[src/rtl/picorv32_mem_rr_arbiter.sv]
// Round-robin arbiter sharing one picorv32 native memory port among cores.
// Optional BUSY watchdog: define PICORV32_MEM_ARB_TIMEOUT_EN.
module picorv32_mem_rr_arbiter #(
  parameter int CORES_COUNT    = 2,
  parameter int TIMEOUT_CYCLES = 1024
) (
  input  logic                         clk,
  input  logic                         resetn,
  input  logic [CORES_COUNT-1:0]       mem_valid_i,
  input  logic [CORES_COUNT-1:0]       mem_instr_i,
  input  logic [CORES_COUNT-1:0][31:0] mem_addr_i,
  input  logic [CORES_COUNT-1:0][31:0] mem_wdata_i,
  input  logic [CORES_COUNT-1:0][3:0]  mem_wstrb_i,
  output logic [CORES_COUNT-1:0]       mem_ready_o,
  output logic [CORES_COUNT-1:0][31:0] mem_rdata_o,
  output logic                         mem_valid_o,
  output logic                         mem_instr_o,
  output logic [31:0]                  mem_addr_o,
  output logic [31:0]                  mem_wdata_o,
  output logic [3:0]                   mem_wstrb_o,
  input  logic                         mem_ready_i,
  input  logic [31:0]                  mem_rdata_i,
  output logic [CORES_COUNT-1:0]       grant_o,
  output logic                         timeout_o
);

  localparam int PW = $clog2(CORES_COUNT);

  if (CORES_COUNT < 2) begin : g_bad_cores
    $error("CORES_COUNT must be >= 2");
  end
  if (TIMEOUT_CYCLES < 2) begin : g_bad_to
    $error("TIMEOUT_CYCLES must be >= 2");
  end

  typedef enum logic [1:0] {
    S_IDLE,
    S_BUSY,
    S_DONE
  } state_t;

  state_t r_state;
  state_t w_next;

  logic [PW-1:0] r_ptr;
  logic [PW-1:0] r_gnt;
  logic [PW-1:0] w_win;
  logic [PW-1:0] w_ptr_nxt;
  logic          w_any;
  logic          w_to;
  logic          w_done;

  logic                         r_valid;
  logic                         r_instr;
  logic [31:0]                  r_addr;
  logic [31:0]                  r_wdata;
  logic [3:0]                   r_wstrb;
  logic [CORES_COUNT-1:0]       r_ready;
  logic [CORES_COUNT-1:0][31:0] r_rdata;
  logic [CORES_COUNT-1:0]       r_grant;
  logic                         r_to;

  // Scan downwards so the last hit is the one closest to r_ptr.
  always_comb begin
    int j;
    j     = 0;
    w_win = '0;
    w_any = 1'b0;
    for (int i = CORES_COUNT - 1; i >= 0; i--) begin
      j = int'(r_ptr) + i;
      if (j >= CORES_COUNT) begin
        j = j - CORES_COUNT;
      end
      if (mem_valid_i[j]) begin
        w_win = PW'(j);
        w_any = 1'b1;
      end
    end
  end

  assign w_ptr_nxt = (r_gnt == PW'(CORES_COUNT - 1))
                   ? '0 : r_gnt + 1'b1;

`ifdef PICORV32_MEM_ARB_TIMEOUT_EN
  localparam int TW = $clog2(TIMEOUT_CYCLES);

  logic [TW-1:0] r_cnt;

  assign w_to = (r_state == S_BUSY) && !mem_ready_i
             && (r_cnt == TW'(TIMEOUT_CYCLES - 1));

  always_ff @(posedge clk or negedge resetn) begin
    if (!resetn) begin
      r_cnt <= '0;
    end else if (r_state == S_BUSY) begin
      r_cnt <= r_cnt + 1'b1;
    end else begin
      r_cnt <= '0;
    end
  end
`else
  assign w_to = 1'b0;
`endif

  assign w_done = (r_state == S_BUSY) && (mem_ready_i || w_to);

  always_comb begin
    w_next = r_state;
    unique case (r_state)
      S_IDLE:  if (w_any) w_next = S_BUSY;
      S_BUSY:  if (w_done) w_next = S_DONE;
      S_DONE:  w_next = S_IDLE;
      default: w_next = S_IDLE;
    endcase
  end

  always_ff @(posedge clk or negedge resetn) begin
    if (!resetn) begin
      r_state <= S_IDLE;
    end else begin
      r_state <= w_next;
    end
  end

  // DONE ignores requests: the core still shows valid on that edge.
  always_ff @(posedge clk or negedge resetn) begin
    if (!resetn) begin
      r_ptr   <= '0;
      r_gnt   <= '0;
      r_valid <= 1'b0;
      r_instr <= 1'b0;
      r_addr  <= '0;
      r_wdata <= '0;
      r_wstrb <= '0;
      r_ready <= '0;
      r_rdata <= '0;
      r_grant <= '0;
      r_to    <= 1'b0;
    end else begin
      unique case (r_state)
        S_IDLE: begin
          if (w_any) begin
            r_valid <= 1'b1;
            r_instr <= mem_instr_i[w_win];
            r_addr  <= mem_addr_i[w_win];
            r_wdata <= mem_wdata_i[w_win];
            r_wstrb <= mem_wstrb_i[w_win];
            r_gnt   <= w_win;
            r_grant <= CORES_COUNT'(1) << w_win;
          end
        end
        S_BUSY: begin
          if (w_done) begin
            r_valid        <= 1'b0;
            r_ready[r_gnt] <= 1'b1;
            r_rdata[r_gnt] <= w_to ? 32'h0 : mem_rdata_i;
            r_ptr          <= w_ptr_nxt;
            r_to           <= w_to;
          end
        end
        S_DONE: begin
          r_ready <= '0;
          r_grant <= '0;
          r_to    <= 1'b0;
        end
        default: ;
      endcase
    end
  end

  assign mem_valid_o = r_valid;
  assign mem_instr_o = r_instr;
  assign mem_addr_o  = r_addr;
  assign mem_wdata_o = r_wdata;
  assign mem_wstrb_o = r_wstrb;
  assign mem_ready_o = r_ready;
  assign mem_rdata_o = r_rdata;
  assign grant_o     = r_grant;
  assign timeout_o   = r_to;

endmodule

[config.mk]
export PLATFORM = sky130hd
export DESIGN_NAME = picorv32_mem_rr_arbiter
export DESIGN_NICKNAME = d
export VERILOG_FILES = /design/src/rtl/picorv32_mem_rr_arbiter.sv
export SDC_FILE = /design/constraint.sdc
export NUM_CORES = 1
export LEC_CHECK = 0
export CAP_MARGIN = 15
export CORE_ASPECT_RATIO = 2
export CORE_MARGIN = 2
export CORE_UTILIZATION = 35
export CTS_CLUSTER_DIAMETER = 120
export DETAILED_ROUTE_END_ITERATION = 10
export PLACE_DENSITY_LB_ADDON = 0.2
export SKIP_CTS_REPAIR_TIMING = 1
export SLEW_MARGIN = 20
export SYNTH_ARGS = -nofsm -noshare
export SYNTH_HDL_FRONTEND = slang
export SYNTH_SLANG_ARGS = --single-unit
[constraint.sdc]
create_clock -name clk -period 1.5 [get_ports clk]
set_input_delay 0.375 -clock clk [delete_from_list [all_inputs] [get_ports clk]]
set_output_delay 0.375 -clock clk [all_outputs]
set_load 0.05 [all_outputs]
==> results of run 1 <==
layer usage:
layer	GRT usage (%)	up-vias	wire, microns
met1	26.0	3068	8780
met2	43.1	338	14500
met4	11.3	0	1300
met5	0	-	0
met3	4.62	81	1450
li1	-	2766	-
through the flow:
step	hold slack, ps	cells
5_1_grt	384	1133
3_3_place_gp	295	1074
2_1_floorplan	79.4	574
6_report	365	1133
4_1_cts	-139	1106
3_5_place_dp	308	1074
synthesized netlist by cell type, drive strengths merged:
library cell  count  area (sq um)
nand2b            2          12.5
nor2              5          21.3
inv               3          11.3
or2               2          12.5
a21oi            71           355
and3b             1          8.76
nor2b             2          12.5
and2b             1          8.76
a31oi            69           432
nand2             4          22.5
dfrtp           142          3550
o21ai            73           365
o21a              1          7.51
conb              1          3.75
clkbuf           33           125
buf              28           215
nor4bb            1          10.0
nand3            70           350
mux2             65           871
cell families after synthesis:
group                  count (synthesis)  share of synthesized area [%]
AO/OA/AOI/OAI                        214                           18.1
flip-flops                           142                           55.5
AND/OR/NAND/NOR                       88                           7.18
multiplexers                          65                           13.6
buffers and inverters                 64                           5.49
other                                  1                         0.0586
worst paths after layout:
check                                  end      startpoint  cells past startpoint  slack (ps)
max                         mem_addr_o[24]      r_state[1]                      7         -40
min                             grant_o[0]  mem_valid_i[1]                      3         370
max reg2reg                 mem_addr_o[24]      r_state[1]                      7         -40
min reg2reg                          r_ptr           r_ptr                      1         540
max in group asynchronous   mem_addr_o[28]          resetn                      3         530
min in group asynchronous  mem_rdata_o[37]          resetn                      2         430
flip-flops by register name (all words and copies together), names as in the netlist:
signal and flops:
r_gnt 1, mem_addr_o 32, mem_rdata_o 64, grant_o 2, mem_wdata_o 32, mem_valid_o 1, r_state 2, mem_wstrb_o 4
r_ptr 1, mem_ready_o 2, mem_instr_o 1
critical path: stages (launching register included):
cell	delay [ps]
dfrtp_2	440
buf_6	130
buf_6	110
nor2_4	150
buf_12	190
clkbuf_16	170
a21oi_1	60
a31oi_1	190
power groups by stage:
| stage | logic [uW] | clock network [uW] | registers [uW] |
|---|---|---|---|
| finish | 22700 | 3870 | 8090 |
| detailed placement | 20300 | 0 | 8050 |
| global placement | 20100 | 0 | 7900 |
| floorplan | 3700 | 0 | 13400 |
| CTS | 20400 | 3960 | 8030 |
| global route | 23400 | 4120 | 8310 |
final cells by class:
| type | count | area [sq um] | share of cell area [%] |
|---|---|---|---|
| clock inverters | 13 | 92.6 | 0.737 |
| flip-flops and latches | 142 | 3550 | 28.3 |
| inverters | 3 | 11.3 | 0.0896 |
| repair buffers | 372 | 5510 | 43.8 |
| clock buffers | 19 | 443 | 3.52 |
| well taps | 216 | 270 | 2.15 |
| multi-input cells | 368 | 2690 | 21.4 |
==> reports/results.txt, run 1 <==
status - finished with violations
failing checks - design-rule violations, negative setup slack
initial antenna violation count - 0
DR vias - 6,253
Final Util - 69.3%
worst vdd ir - 0.00140 V
share of layout cells above drive strength 1 - 35.1%
GRT overflow - 0
Root Buffer Master - clkbuf_16
filler cell count - 1,295
Crit Path Category - flip-flop to flip-flop
Mapped Area - 6400 sq um
All-Layer GR Usage - 23.8%
synthesis-to-finish area growth - 96.5%
# setup viols final - 29
switching share of power - 44.0%
total iterations of the first detailed-routing run - 10
Max-Cap Viols - 0
warnings from Yosys - 0
Pleak - 0.00536 uW
Initial Utilization - 35.3%
library cells used by synthesis - 28
Die W - 99.6 microns
Psw - 15,200 uW
part of the power in registers - 23.4%
sequential element share of the synthesized area - 55.5%
startpoint types - flip-flop
Vias/cell - 5.52
Gate Count Post-Synth - 574
die height - 195 microns
RSZ-0062 raised after global routing - yes
WP data arrival - 1860 ps
final clock skew - 4.30 ps
Placer Congestion - 0.825
row count - 70
Peak Freq - 651 MHz
pre-CTS setup slack - -428 ps
Hold Path Class - input pin to flip-flop
Clock transition at path regs - 60 ps
Clock Latency Late Sink - 420 ps
Int Pwr - 19,400 uW
Area after DPL - 11,300 sq um
setup ws final - -35.7 ps
DRC - 1
nets - 1,079
global-route wire length before repair - 35.8 mm
Hold Vio Cnt, Final - 0
routed wire length per instance - 23.0 microns
Max Root-Sink Buffers - 2
CP Data Required Time - 1820 ps
Post-Syn Nets - 749
Period Utilization, post-route - 102%
combinational share of power - 65.5%
core area - 18,100 sq um
TritonCTS clock tree - yes
Antenna Cells - 0
Seq cells post-synth - 142
worst-path maximum fanout - 7
Clock power frac - 11.2%
fin area - 12,600 sq um
Avg Cell Area, Syn - 11.1 sq um
htree depth - 4
final wirelength - 26.0 mm
Port Buffers - 312
number of nets with antenna violations after routing - 0
io pins - 314
dpl hpwl - 17.0 mm
die area - 19,400 sq um
Tmin final - 1540 ps
most common cell after layout, fill and taps aside - clkdlybuf4s50_1
PwrDens - 2750 nW/um^2
vias in the first global route - 6,494
cts bufs inserted - 17
CP endpoint kind - flip-flop
total power draw - 34,600 uW
most frequent cells in the layout - clkdlybuf4s50_1 (172), buf_12 (156), dfrtp_1 (141), o21ai_0 (71), nand3_1 (69)
TNS Setup - -545 ps
max-slew violations - 0
clk sinks - 142
DR iter-0 viols - 307
largest net degree at the start of global routing - 70
Power figures use the tool's default switching activity.
==> run 2, diff against run 1 <==
--- a/config.mk
+++ b/config.mk
@@ -13,6 +13,7 @@
 export DETAILED_ROUTE_END_ITERATION = 10
 export PLACE_DENSITY_LB_ADDON = 0.2
 export SKIP_CTS_REPAIR_TIMING = 1
+export SKIP_LAST_GASP = 1
 export SLEW_MARGIN = 20
 export SYNTH_ARGS = -nofsm -noshare
 export SYNTH_HDL_FRONTEND = slang
==> run 2 against run 1 <==
First-iteration DRC count is 17% higher. Clock power hardly changed. Global-route usage stayed put. Clock skew is 2.6 ps higher. The run still ends with design-rule violations, negative setup slack left. Sequential power is 1% lower. Final area is 1.1% lower. Register-to-register slack hardly changed. Hold slack better by 3.0 ps. Largest cell class unchanged. Sequential share of layout area is 0.31 points higher. Highest routed layer unchanged. Sequential cell count stayed put.
==> reports/results.txt, run 2 (same netlist as run 1, synthesis figures left out) <==
final wirelength - 25.8 mm (-0.83%)
most frequent cells in the layout - clkdlybuf4s50_1 (172), buf_12 (155), dfrtp_1 (141), o21ai_0 (71)
DRC - 1 (unchanged)
Vias/cell - 5.51 (-0.24%)
CP endpoint kind - flip-flop
failing checks - design-rule violations, negative setup slack
max-slew violations - 0 (unchanged)
Clock Latency Late Sink - 420 ps (about the same)
Hold Path Class - input pin to flip-flop
Port Buffers - 312 (unchanged)
die area - 19,400 sq um (unchanged)
Clock transition at path regs - 60 ps (about the same)
largest net degree at the start of global routing - 70 (unchanged)
TritonCTS clock tree - yes
worst path bufs/invs - 2 (-2)
Hold Vio Cnt, Final - 0 (unchanged)
Antenna Cells - 0 (unchanged)
total iterations of the first detailed-routing run - 10 (unchanged)
initial antenna violation count - 0 (unchanged)
DR iter-0 viols - 358 (+17%)
DR vias - 6,238 (-0.24%)
max FFs per register - 64 (unchanged)
CP startpoint - r_gnt
dpl hpwl - 17.0 mm (unchanged)
Die W - 99.6 microns (unchanged)
CP Data Required Time - 1800 ps (-20 ps)
RSZ-0062 raised after global routing - yes
die height - 195 microns (unchanged)
number of nets with antenna violations after routing - 0 (unchanged)
cts bufs inserted - 17 (unchanged)
row count - 70 (unchanged)
status - finished with violations
Tmin final - 1540 ps (+5.56 ps)
final clock skew - 6.88 ps (+2.58 ps)
Worst R2R Start - r_gnt
setup ws final - -41.2 ps (-5.56 ps)
Worst Hold Launch - mem_valid_i[1]
routed wire length per instance - 22.8 microns (-0.83%)
Max Root-Sink Buffers - 2 (unchanged)
vias in the first global route - 6,494 (unchanged)
Peak Freq - 649 MHz (-0.36%)
Placer Congestion - 0.825 (unchanged)
CP max stage cell - dfrtp_1
worst vdd ir - 0.00140 V (-0.25%)
Initial Utilization - 35.3% (unchanged)
global-route wire length before repair - 35.8 mm (unchanged)
All-Layer GR Usage - 23.8% (unchanged)
Period Utilization, post-route - 103% (+0.37 points)
Max-Cap Viols - 0 (unchanged)
io pins - 314 (unchanged)
most common cell after layout, fill and taps aside - clkdlybuf4s50_1
clk sinks - 142 (unchanged)
Root Buffer Master - clkbuf_16
TNS Setup - -587 ps (-41.2 ps)
core area - 18,100 sq um (unchanged)
CP Cell Sequence - nor4bb_4 -> buf_6 -> clkbuf_16 -> mux2_1
GRT overflow - 0 (unchanged)
Area after DPL - 11,300 sq um (unchanged)
fin area - 12,400 sq um (-1.1%)
startpoint types - flip-flop
synthesis-to-finish area growth - 94.3%
PwrDens - 2750 nW/um^2 (-0.12%)
total power draw - 34,200 uW (-1.2%)
worst-path maximum fanout - 10 (+3)
CP peak stage delay - 420 ps (-20 ps)
# setup viols final - 30 (+3.4%)
htree depth - 4 (unchanged)
nets - 1,079 (unchanged)
CP top delay family - flip-flops
share of layout cells above drive strength 1 - 31.7% (-3.4 points)
WP data arrival - 1840 ps (-20 ps)
Crit Path Category - flip-flop to flip-flop
Pleak - 0.00532 uW (-0.78%)
==> run 2: cell count changes in the layout (fill, tap and decap cells not counted) <==
| cell | delta |
|---|---|
| a21oi_1 | +21 |
| a21oi_2 | -21 |
| mux2_4 | -12 |
| mux2_1 | +10 |
| buf_6 | +2 |
| mux2_2 | +2 |
| buf_12 | -1 |
| buf_8 | -1 |
==> run 2: metal layers <==
metal  GRT usage [%]  up-vias  wire length (microns)
li1                -     2769                      -
met1            26.0     3040                   8470
met2            43.1      350                  14400
met3            4.62       79                   1600
met4            11.3        0                   1390
met5               0        -                      0
==> run 2: worst paths after layout <==
check,endpoint,slack [ps],cells after the start
worst max register to register,mem_rdata_o[12],-40,4
worst min-delay path,grant_o[0],370,3
worst min register to register,r_ptr,520,1
min in group asynchronous,mem_rdata_o[35],430,2
max in group asynchronous,mem_wstrb_o[0],530,3
worst max-delay path,mem_rdata_o[12],-40,4
==> run 2: per-stage QoR <==
step / util [%] / setup slack, ps / hold slack (ps) / instances
2_1_floorplan: - / 87.9 / 79.4 / 574
3_3_place_gp: 62.4 / -416 / 295 / 1074
3_5_place_dp: 62.4 / -428 / 308 / 1074
4_1_cts: 65.3 / -100 / -139 / 1106
5_1_grt: 68.6 / -111 / 384 / 1133
6_report: 68.6 / -41.2 / 369 / 1133
==> run 2: power by group <==
group          switching (uW)  leakage (uW)  total (uW)  internal, uW
Sequential               2210       0.00164        8010          5800
Combinational           11100       0.00342       22300         11200
Clock                    1710      0.000263        3880          2160
==> run 2: area by class of cell <==
cell class / instances / area, sq um
Fill cell: 1307 / 5700
Timing Repair Buffer: 372 / 5500
Sequential cell: 142 / 3550
Multi-Input combinational cell: 368 / 2570
Clock buffer: 19 / 443
Tap cell: 216 / 270
Clock inverter: 13 / 92.6
Inverter: 3 / 11.3
==> run 2: worst reg2reg max path: stages, from the launching register on <==
cell and delay (ps):
dfrtp_1 420, nor4bb_4 320, buf_6 180, clkbuf_16 180
mux2_1 320
